`src/rtl/jk_down_counter.sv`:
```
// -----------------------------------------------------------------------------
// jk_down_counter
//
// Synchronous down counter made of WIDTH JK flip-flop stages, all clocked by
// one clock. The global J/K inputs select the mode for the whole register:
//   J K = 0 0 hold, 0 1 clear, 1 0 set (to TOP), 1 1 count down.
// Parallel load takes priority over the J/K mode. Synchronous reset takes
// priority over everything. Every command is applied through the per-stage
// J/K inputs, so there is no adder in the data path. When counting, bit i
// toggles if all lower bits are 0. Bit 0 always toggles.
//
// Optional feature, controlled by the macro JK_MOD_RELOAD_EN:
//   defined   : TOP = MOD-1. Wrap, set and load saturate at MOD-1.
//               A count edge at Q >= MOD forces MOD-1, so the counter
//               recovers from any out-of-range value.
//   undefined : MOD is ignored. TOP = 2^WIDTH-1. din is loaded unmodified.
//
// Ports
//   clock  in   1      clock; all state changes on its rising edge
//   reset  in   1      synchronous, active-high reset
//   J, K   in   1      mode select with JK semantics
//   load   in   1      parallel load strobe
//   din    in   WIDTH  parallel load value
//   Q      out  WIDTH  registered count
//   borrow out  1      registered pulse, high for the one cycle after a wrap
//   zero   out  1      combinational, high when Q == 0
// -----------------------------------------------------------------------------
module jk_down_counter #(
    parameter int WIDTH = 4,
    parameter int MOD   = 10
) (
    input  logic             clock,
    input  logic             reset,
    input  logic             J,
    input  logic             K,
    input  logic             load,
    input  logic [WIDTH-1:0] din,
    output logic [WIDTH-1:0] Q,
    output logic             borrow,
    output logic             zero
);

    typedef enum logic [1:0] {
        MODE_HOLD  = 2'b00,
        MODE_CLEAR = 2'b01,
        MODE_SET   = 2'b10,
        MODE_COUNT = 2'b11
    } mode_e;

    // Elaboration-time range checks on the parameters.
    if (WIDTH < 2 || WIDTH > 8) begin : g_bad_width
        $error("jk_down_counter: WIDTH must be in 2..8");
    end
    if (MOD < 2 || MOD > (2 ** WIDTH)) begin : g_bad_mod
        $error("jk_down_counter: MOD must be in 2..2^WIDTH");
    end

`ifdef JK_MOD_RELOAD_EN
    localparam logic [WIDTH-1:0] TOP     = WIDTH'(MOD - 1);
    localparam logic [WIDTH:0]   MOD_EXT = (WIDTH + 1)'(MOD);
`else
    localparam logic [WIDTH-1:0] TOP     = {WIDTH{1'b1}};
`endif

    logic [WIDTH-1:0] count_q;
    logic [WIDTH-1:0] count_d;
    logic             borrow_q;
    logic             borrow_d;

    mode_e            mode_s;
    logic [WIDTH-1:0] din_eff_s;
    logic             reload_s;
    logic [WIDTH-1:0] toggle_s;
    logic [WIDTH-1:0] forced_s;
    logic             force_en_s;
    logic [WIDTH-1:0] stage_j_s;
    logic [WIDTH-1:0] stage_k_s;

    assign mode_s = mode_e'({J, K});

    // Load value and reload condition, saturated to MOD-1 when the modulus feature is on.
    always_comb begin
`ifdef JK_MOD_RELOAD_EN
        if ({1'b0, din} >= MOD_EXT) begin
            din_eff_s = TOP;
        end else begin
            din_eff_s = din;
        end
        // Both a genuine wrap (Q==0) and an out-of-range Q must land on MOD-1,
        // which the plain toggle chain would not produce.
        if ((count_q == '0) || ({1'b0, count_q} >= MOD_EXT)) begin
            reload_s = 1'b1;
        end else begin
            reload_s = 1'b0;
        end
`else
        din_eff_s = din;
        // At Q==0 the toggle chain flips every bit, which gives 2^WIDTH-1 directly.
        reload_s  = 1'b0;
`endif
    end

    // Toggle enables of the count chain: stage i toggles when all lower bits are 0.
    always_comb begin
        toggle_s    = '0;
        toggle_s[0] = 1'b1;
        for (int i = 1; i < WIDTH; i++) begin
            toggle_s[i] = toggle_s[i-1] & ~count_q[i-1];
        end
    end

    // Mode decode into per-stage J/K drives and the borrow request.
    always_comb begin
        force_en_s = 1'b0;
        forced_s   = '0;
        borrow_d   = 1'b0;
        stage_j_s  = '0;
        stage_k_s  = '0;
        if (load) begin
            force_en_s = 1'b1;
            forced_s   = din_eff_s;
        end else begin
            case (mode_s)
                MODE_HOLD: begin
                    force_en_s = 1'b0;
                end
                MODE_CLEAR: begin
                    force_en_s = 1'b1;
                    forced_s   = '0;
                end
                MODE_SET: begin
                    force_en_s = 1'b1;
                    forced_s   = TOP;
                end
                MODE_COUNT: begin
                    // Only a wrap from 0 is a borrow; recovery from Q >= MOD is not.
                    borrow_d = (count_q == '0);
                    if (reload_s) begin
                        force_en_s = 1'b1;
                        forced_s   = TOP;
                    end else begin
                        stage_j_s = toggle_s;
                        stage_k_s = toggle_s;
                    end
                end
                default: begin
                    force_en_s = 1'b0;
                end
            endcase
        end
        // Forcing a stage to value v is J=v, K=~v.
        if (force_en_s) begin
            stage_j_s = forced_s;
            stage_k_s = ~forced_s;
        end else begin
            stage_j_s = stage_j_s;
            stage_k_s = stage_k_s;
        end
    end

    // JK characteristic equation applied per stage: Q+ = J&~Q | ~K&Q.
    always_comb begin
        count_d = (stage_j_s & ~count_q) | (~stage_k_s & count_q);
    end

    // Counter stages and borrow flag, with synchronous reset.
    always_ff @(posedge clock) begin
        if (reset) begin
            count_q  <= '0;
            borrow_q <= 1'b0;
        end else begin
            count_q  <= count_d;
            borrow_q <= borrow_d;
        end
    end

    assign Q      = count_q;
    assign borrow = borrow_q;
    assign zero   = (count_q == '0);

endmodule

```
`config.mk`:
```
export PLATFORM = sky130hd
export DESIGN_NAME = jk_down_counter
export DESIGN_NICKNAME = d
export VERILOG_FILES = /design/src/rtl/jk_down_counter.sv
export SDC_FILE = /design/constraint.sdc
export NUM_CORES = 1
export LEC_CHECK = 0
export ABC_AREA = 1
export BUFFER_PORTS_ARGS = -buffer_cell sky130_fd_sc_hd__buf_2
export CAP_MARGIN = 15
export CORE_AREA = 5 5 42 44
export DETAILED_ROUTE_END_ITERATION = 16
export DIE_AREA = 0 0 47 49
export SYNTH_ARGS = -nofsm -noshare
export SYNTH_HDL_FRONTEND = slang
export SYNTH_SLANG_ARGS = --single-unit
```
`constraint.sdc`:
```
create_clock -name clock -period 1.06 [get_ports clock]
set_input_delay 0 -clock clock [delete_from_list [all_inputs] [get_ports clock]]
set_output_delay 0 -clock clock [all_outputs]
set_load 0.05 [all_outputs]
```
# After elaboration in Yosys (flattened, before gate mapping)

Index checks and enable logic that the tools add are counted.
W data, S select, Z words.

Output and inout port bits: 6
Bits in registers: 5
Logic and storage cells: 30

Bitwise logic cells: 12
Reduce and logical (&&, ||, !) cells: 5
Mux-type cells: 8
Equality and inequality tests: 3

Operators with widths:

| kind                 | number |
|---|---|
| $mux W4              | 6 |
| $not A4 Y4           | 3 |
| $and A4 B4 Y4        | 2 |
| $eq A2 B2 Y1 const B | 2 |
| $logic_not A4 Y1     | 1 |
| $not A1 Y1           | 4 |
| $or A4 B4 Y4         | 1 |
| $reduce_or A2 Y1     | 2 |
| $reduce_or A3 Y1     | 1 |
| $and A1 B1 Y1        | 2 |
| $eq A2 B1 Y1 const B | 1 |
| $logic_not A2 Y1     | 1 |
| $pmux W1 S2          | 1 |
| $mux W1              | 1 |

# Logic depth before layout (Yosys ltp)

Gate-level depths: netlist (run 1).

Depth in word-level cells: 9
Mapped depth: 8
Depth with buffers taken out: 8

# Worst setup path before layout (run 1)

OpenSTA, ideal clock, no wires.

Path type: register -> register
Start: register count_q[0], in the netlist Q[0]
End: register count_q[3], in the netlist Q[3]
Clock period less this slack: 1,278 ps
Setup time: 66 ps
Arrival: 1,212 ps
Cell stages (with the launch flop): 7
Buffers on the path: 0
Data required time: 994 ps
Setup slack: -218 ps
Path through: dfxtp_1 > nor2_1 > nand3_1 > nand2_1 > nand2_1 > nand2_1 > a21oi_2

Word-level cells in the longest chain between the ends: 9

Ends and longest elaborated chain:

| item                            | line | text |
|---|---|---|
| from (decl)                     | 65   | `logic [WIDTH-1:0] count_q;` |
| from (signal assigned)          | 172  | `count_q <= count_d;` |
| $not A1 Y1 (*)                  | 108  | `toggle_s[i] = toggle_s[i-1] & ~count_q[i-1];` |
| $and A1 B1 Y1 (*) (2 in series) | 108  |  |
| $mux W4 (*)                     | 123  | `case (mode_s)` |
| $mux W4 (*)                     | 119  | `if (load) begin` |
| $mux W4                         | 152  | `if (force_en_s) begin` |
| $not A4 Y4                      | 163  | `count_d = (stage_j_s & ~count_q) \| (~stage_k_s & count_q);` |
| $and A4 B4 Y4                   | 163  |  |
| $or A4 B4 Y4 (*)                | 163  |  |

Mark *: on every way between the ends. The rest lies on a longest branch, timed or not.
A chain may end at the register's enable or synchronous reset.

# Worst setup path in the final report (run 1)

Start: register count_q[1], in the netlist Q[1]
End: output zero

Word-level cells in the longest chain between the ends: 1

Ends and longest elaborated chain:

| item             | line | text |
|---|---|---|
| $logic_not A4 Y1 | 179  | `assign zero = (count_q == '0);` |
| to (decl)        | 40   | `output logic zero` |

Every way passes these cells.

==> qor.txt, run 1 <==
Cell Chain, Critical Path: nor2_4, nand3_2, inv_2, buf_8
wire length per cell: 9.27 microns
I/O Buffers: 14
largest family of logic cells by synthesized area: simple AND/OR/NAND/NOR gates
final core utilization: 33.0%
layout cells sized above 1: 45.5%
Post-route DRC: 0
vias per cell: 4.21
H-tree depth: 1
pre-CTS WS: 45.8 ps
vias in the first global route: 294
Hold Path End: Q[3]
Root Buffer: clkbuf_4
met1 Usage GRT: 7.71%
setup TNS: 0 ps
global-route wire length before repair: 1.15 mm
Setup Crit Path Kind: flop to output port
Core ar.: 0.00140 sq mm
Gate Count Post-Synth: 46
Congestion Overflow GR: 0
Synth cell types: 14
GR Util All Layers: 7.40%
DRT iter0 DRCs: 8
Ys Warns: 0
io pins: 15
crit path launch type: flop
post-route clock period utilization: 94.4%
Die Span Y: 49 microns
Synth Area in XOR/XNOR: 0%
Critical Path Max Stage Delay: 330 ps
crit end category: output port
Worst Path Arrival: 1000 ps
vias: 345
P per Cell Area: 1380 mW/mm^2
CP max-delay cell: dfxtp_2
Final #Nets: 78
placed inst area: 397 sq um
Slew @ Worst Pin: 238 ps
Crit Path Max Fanout: 4
met2 usage in global routing: 10.2%
largest net degree at the start of global routing: 8
CTS tree: yes
fin worst setup slack: 59.0 ps
fmax: 999 MHz
clock slew seen by the registers of the worst setup and hold paths: 50 ps
WL final: 760 microns
Min-Delay Path Class: input port to flop
multiplexer area fraction after synthesis: 0%
R2R cell count: 6
Synth Cell Area: 302 sq um
Worst Skew: 2.86 ps
chip width: 47 microns
outcome: complete, no violations
Initial Util: 21.5%
Num CTS Buffers: 3
max cap viols: 0
Critical R2R Launch: Q[1]
Leakage: 0.237 nW
Rows: 14
synth-to-layout area growth: 53.5%
Adder-Cell Fraction of Synth Area: 8.30%
synthesized net count: 57
clk_lat worst skew: 250 ps
most common cell after layout, fill and taps aside: buf_2
Critical R2R Capture: Q[3]
compound-cell area share of the yosys netlist: 17.8%
Tot Pwr: 0.638 mW
Mean Syn Cell Area: 6.56 sq um
WHS Path Cells: 3
antenna-violating nets left: 0
# setup viols final: 0
post-synthesis simple-gate area fraction: 30.7%
GR peak layer: met2
DIE AREA: 0.00230 sq mm
GR Util met3: 2.58%
Non-Filler Instances: 82
GP Congestion: 0.688
post-DP HPWL: 621 microns
WP data required: 1060 ps
Antenna diodes: 0
placed cell count: 76
VDD IR-drop max: 0.377 mV
Tmin final: 1000 ps
Sink Count: 5
pins over their slew limit: 0
number of antenna violations at the first check in global routing: 0
Relative slew margins: 84.1%
hold slack: 54.9 ps
most frequent cells in the layout: 13 x buf_2, 10 x nand2_1, 7 x a21oi_1
drt pass-1 iters: 4
sequential share of the synthesized area: 33.2%
Yosys reg bits: 5
hold_sp: din[3]
design area: 463 sq um
Max Root-Sink Buffers: 2
final hold vios: 0
register-to-register setup slack: 150 ps
where the power goes:
group,switching [mW],internal [mW]
clock,0.0838,0.143
combinational,0.126,0.0727
sequential,0.0104,0.202
cells in the mapped netlist (all sizes together):
cell   instances  area (sq um)
nor3           1          5.00
inv            8          30.0
a21oi          8          43.8
nand3          2          10.0
dfxtp          5           100
ha             2          25.0
o21ai          2          10.0
nand4          1          6.26
nand2         11          43.8
nor2           6          27.5
flip-flops by register name, summed over array words and instances, names as in the netlist:
name and flops:
Q 4, borrow 1
cells by family after synthesis:
group                      count (synthesis)
DFF                                        5
AOI/OAI and AO/OA                         10
and+or+nand+nor                           21
buffers and inverters                      8
adders and majority gates                  2
cell type report:
class,instances,area [sq um]
clock buffers,4,26.3
fillers,161,938
inverters,8,30.0
multi-input cells,33,184
flip-flops and latches,5,105
well taps,16,20.0
repair buffers,16,97.6
worst max-delay path by stage:
stage / start / endpoint / slack, ps / depth (start not counted)
detailed placement: Q[0] / Q[3] / 50 / 6
global route: Q[1] / zero / -2 / 4
CTS: Q[0] / zero / 10 / 4
finish: Q[1] / zero / 60 / 4
floorplan: Q[0] / Q[3] / 0.4 / 6
global placement: Q[0] / Q[3] / 60 / 6
per-layer routing:
layer  wire length, microns  up-vias
li1                       -      189
met5                      0        -
met2                    374       15
met3                     60        2
met1                    305      139
met4                     20        0
what timing repair did:
action                                  in CTS  in global routing
buffers inserted                             0                  1
resized for setup                            4                  3
hold buffers                                 1                  0
endpoints found under the hold margin        4                  0
endpoints found under the setup margin       1                  1
pin swaps                                    0                  1
critical path, delay by kind of cell (launching register included):
family | cells | cell delay, ps
flip-flops | 1 | 330
AND/OR/NAND/NOR | 2 | 230
buffers and inverters | 2 | 200
No activity file was read; power rests on OpenSTA's default activity.
==> inputs of run 2 (changes only) <==
- CELL_PAD_IN_SITES_DETAIL_PLACEMENT: default -> 1
- CELL_PAD_IN_SITES_GLOBAL_PLACEMENT: default -> 2
- CORE_AREA: 5 5 42 44 -> 5 5 46 48
- DIE_AREA: 0 0 47 49 -> 0 0 51 53
- PLACE_DENSITY_LB_ADDON: default -> 0.1
- RECOVER_POWER: default -> 50
==> qor.txt, run 2 (synthesis gave the netlist of run 1 again) <==
chip width: 51 microns
Critical R2R Capture: Q[3]
WP data required: 1060 ps
post-DP HPWL: 745 microns
Max Root-Sink Buffers: 2
global-route wire length before repair: 1.39 mm
synth-to-layout area growth: 54.8%
number of antenna violations at the first check in global routing: 0
Post-route DRC: 0
Rows: 15
Crit Path Max Fanout: 5
P per Cell Area: 1360 mW/mm^2
wire length per cell: 10.6 microns
GP Congestion: 0.644
register-to-register setup slack: 90 ps
Root Buffer: clkbuf_4
Critical Path Max Stage Delay: 360 ps
io pins: 15
Leakage: 0.235 nW
hold_sp: din[1]
layout cells sized above 1: 45.5%
DRT iter0 DRCs: 3
Critical R2R Launch: Q[0]
CP top delay family: flip-flops
clock slew seen by the registers of the worst setup and hold paths: 50 ps
Relative slew margins: 81.6%
Slew @ Worst Pin: 277 ps
antenna-violating nets left: 0
most frequent cells in the layout: 10 x nand2_1, 10 x buf_2, 7 x a21oi_1
GR Util met3: 2.54%
Core ar.: 0.00167 sq mm
max cap viols: 0
CP max-delay cell: dfxtp_4
Fillers: 215
drt pass-1 iters: 2
final hold vios: 0
Cell Chain, Critical Path: nor2_4, nand3_2, inv_2, buf_8
fin worst setup slack: 31.9 ps
Die Span Y: 53 microns
outcome: complete, no violations
hold slack: 54.6 ps
I/O Buffers: 14
fmax: 973 MHz
Sink Count: 5
H-tree depth: 1
met2 usage in global routing: 10.7%
vias: 343
WHS Path Cells: 3
vias per cell: 4.13
Num CTS Buffers: 3
Hold Path End: Q[1]
Setup Crit Path Kind: flop to output port
pre-CTS WS: 7.68 ps
post-route clock period utilization: 97.0%
Min-Delay Path Class: input port to flop
DIE AREA: 0.00270 sq mm
Initial Util: 18.1%
largest net degree at the start of global routing: 8
Congestion Overflow GR: 0
Tmin final: 1030 ps
vias in the first global route: 326
crit path launch type: flop
VDD IR-drop max: 0.561 mV
GR peak layer: met2
Worst Path Arrival: 1030 ps
CTS tree: yes
RSZ-0062 raised after global routing: true
met1 Usage GRT: 8.74%
WL final: 879 microns
worst path bufs/invs: 2
number of flip-flops in the largest register: 4
# setup viols final: 0
pins over their slew limit: 0
R2R cell count: 6
GR Util All Layers: 7.32%
clk_lat worst skew: 240 ps
Worst Skew: 4.00 ps
Antenna diodes: 0
crit end category: output port
Final #Nets: 78
==> run 2: cell types whose count changed in the layout (fill, tap and decap cells not counted), sizes merged <==
cell / change
buf: -3
clkbuf: +3
==> run 2: how the worst max path moves through the flow <==
stage,start,end,slack (ps),depth (start not counted)
global route,Q[0],zero,-20,4
CTS,Q[1],zero,5,4
finish,Q[0],zero,30,4
detailed placement,Q[0],Q[3],8,6
global placement,Q[0],Q[3],20,6
floorplan,Q[0],Q[3],0.4,6
==> run 2: worst min-delay path, cell delays in order <==
cell	delay, ps
buf_2	80
a21oi_1	60
a21oi_1	120
==> run 2: timing repair <==
item / CTS / global route
pin swaps: 1 / 1
hold buffers: 1 / 0
gates resized for setup: 5 / 3
endpoints found under the hold margin: 4 / 0
setup endpoints to repair: 2 / 1
setup buffers: 0 / 1
==> run 2: power by group <==
part	switching, mW	leakage [nW]	internal (mW)
clock network	0.0779	0.0150	0.142
logic	0.127	0.178	0.0725
registers	0.0118	0.0428	0.201
total	0.217	0.235	0.416
==> run 2: layer usage <==
layer,share of wire (%),up-vias,routed length [microns]
met5,0,-,0
met4,0,0,0
met3,3.4,0,30
met2,49,8,427
met1,48,149,420
li1,-,186,-
==> run 2: final cells by class <==
type                            count  area [sq um]  area share, %
Multi-Input combinational cell     33           184           39.4
Sequential cell                     5           108           23.1
Timing Repair Buffer               16          97.6           20.9
Inverter                            8          30.0           6.43
Clock buffer                        4          26.3           5.63
Tap cell                           17          21.3           4.56
==> run 2: metrics by stage <==
stage	instances	area, sq um	util, %	power (mW)	TNS (ps)
2_1_floorplan	46	307	-	0.333	0
3_3_place_gp	77	398	23.8	0.389	0
3_5_place_dp	77	398	23.8	0.387	0
4_1_cts	82	453	27.1	0.635	0
5_1_grt	83	467	27.9	0.678	-17.4
6_report	83	467	27.9	0.633	0
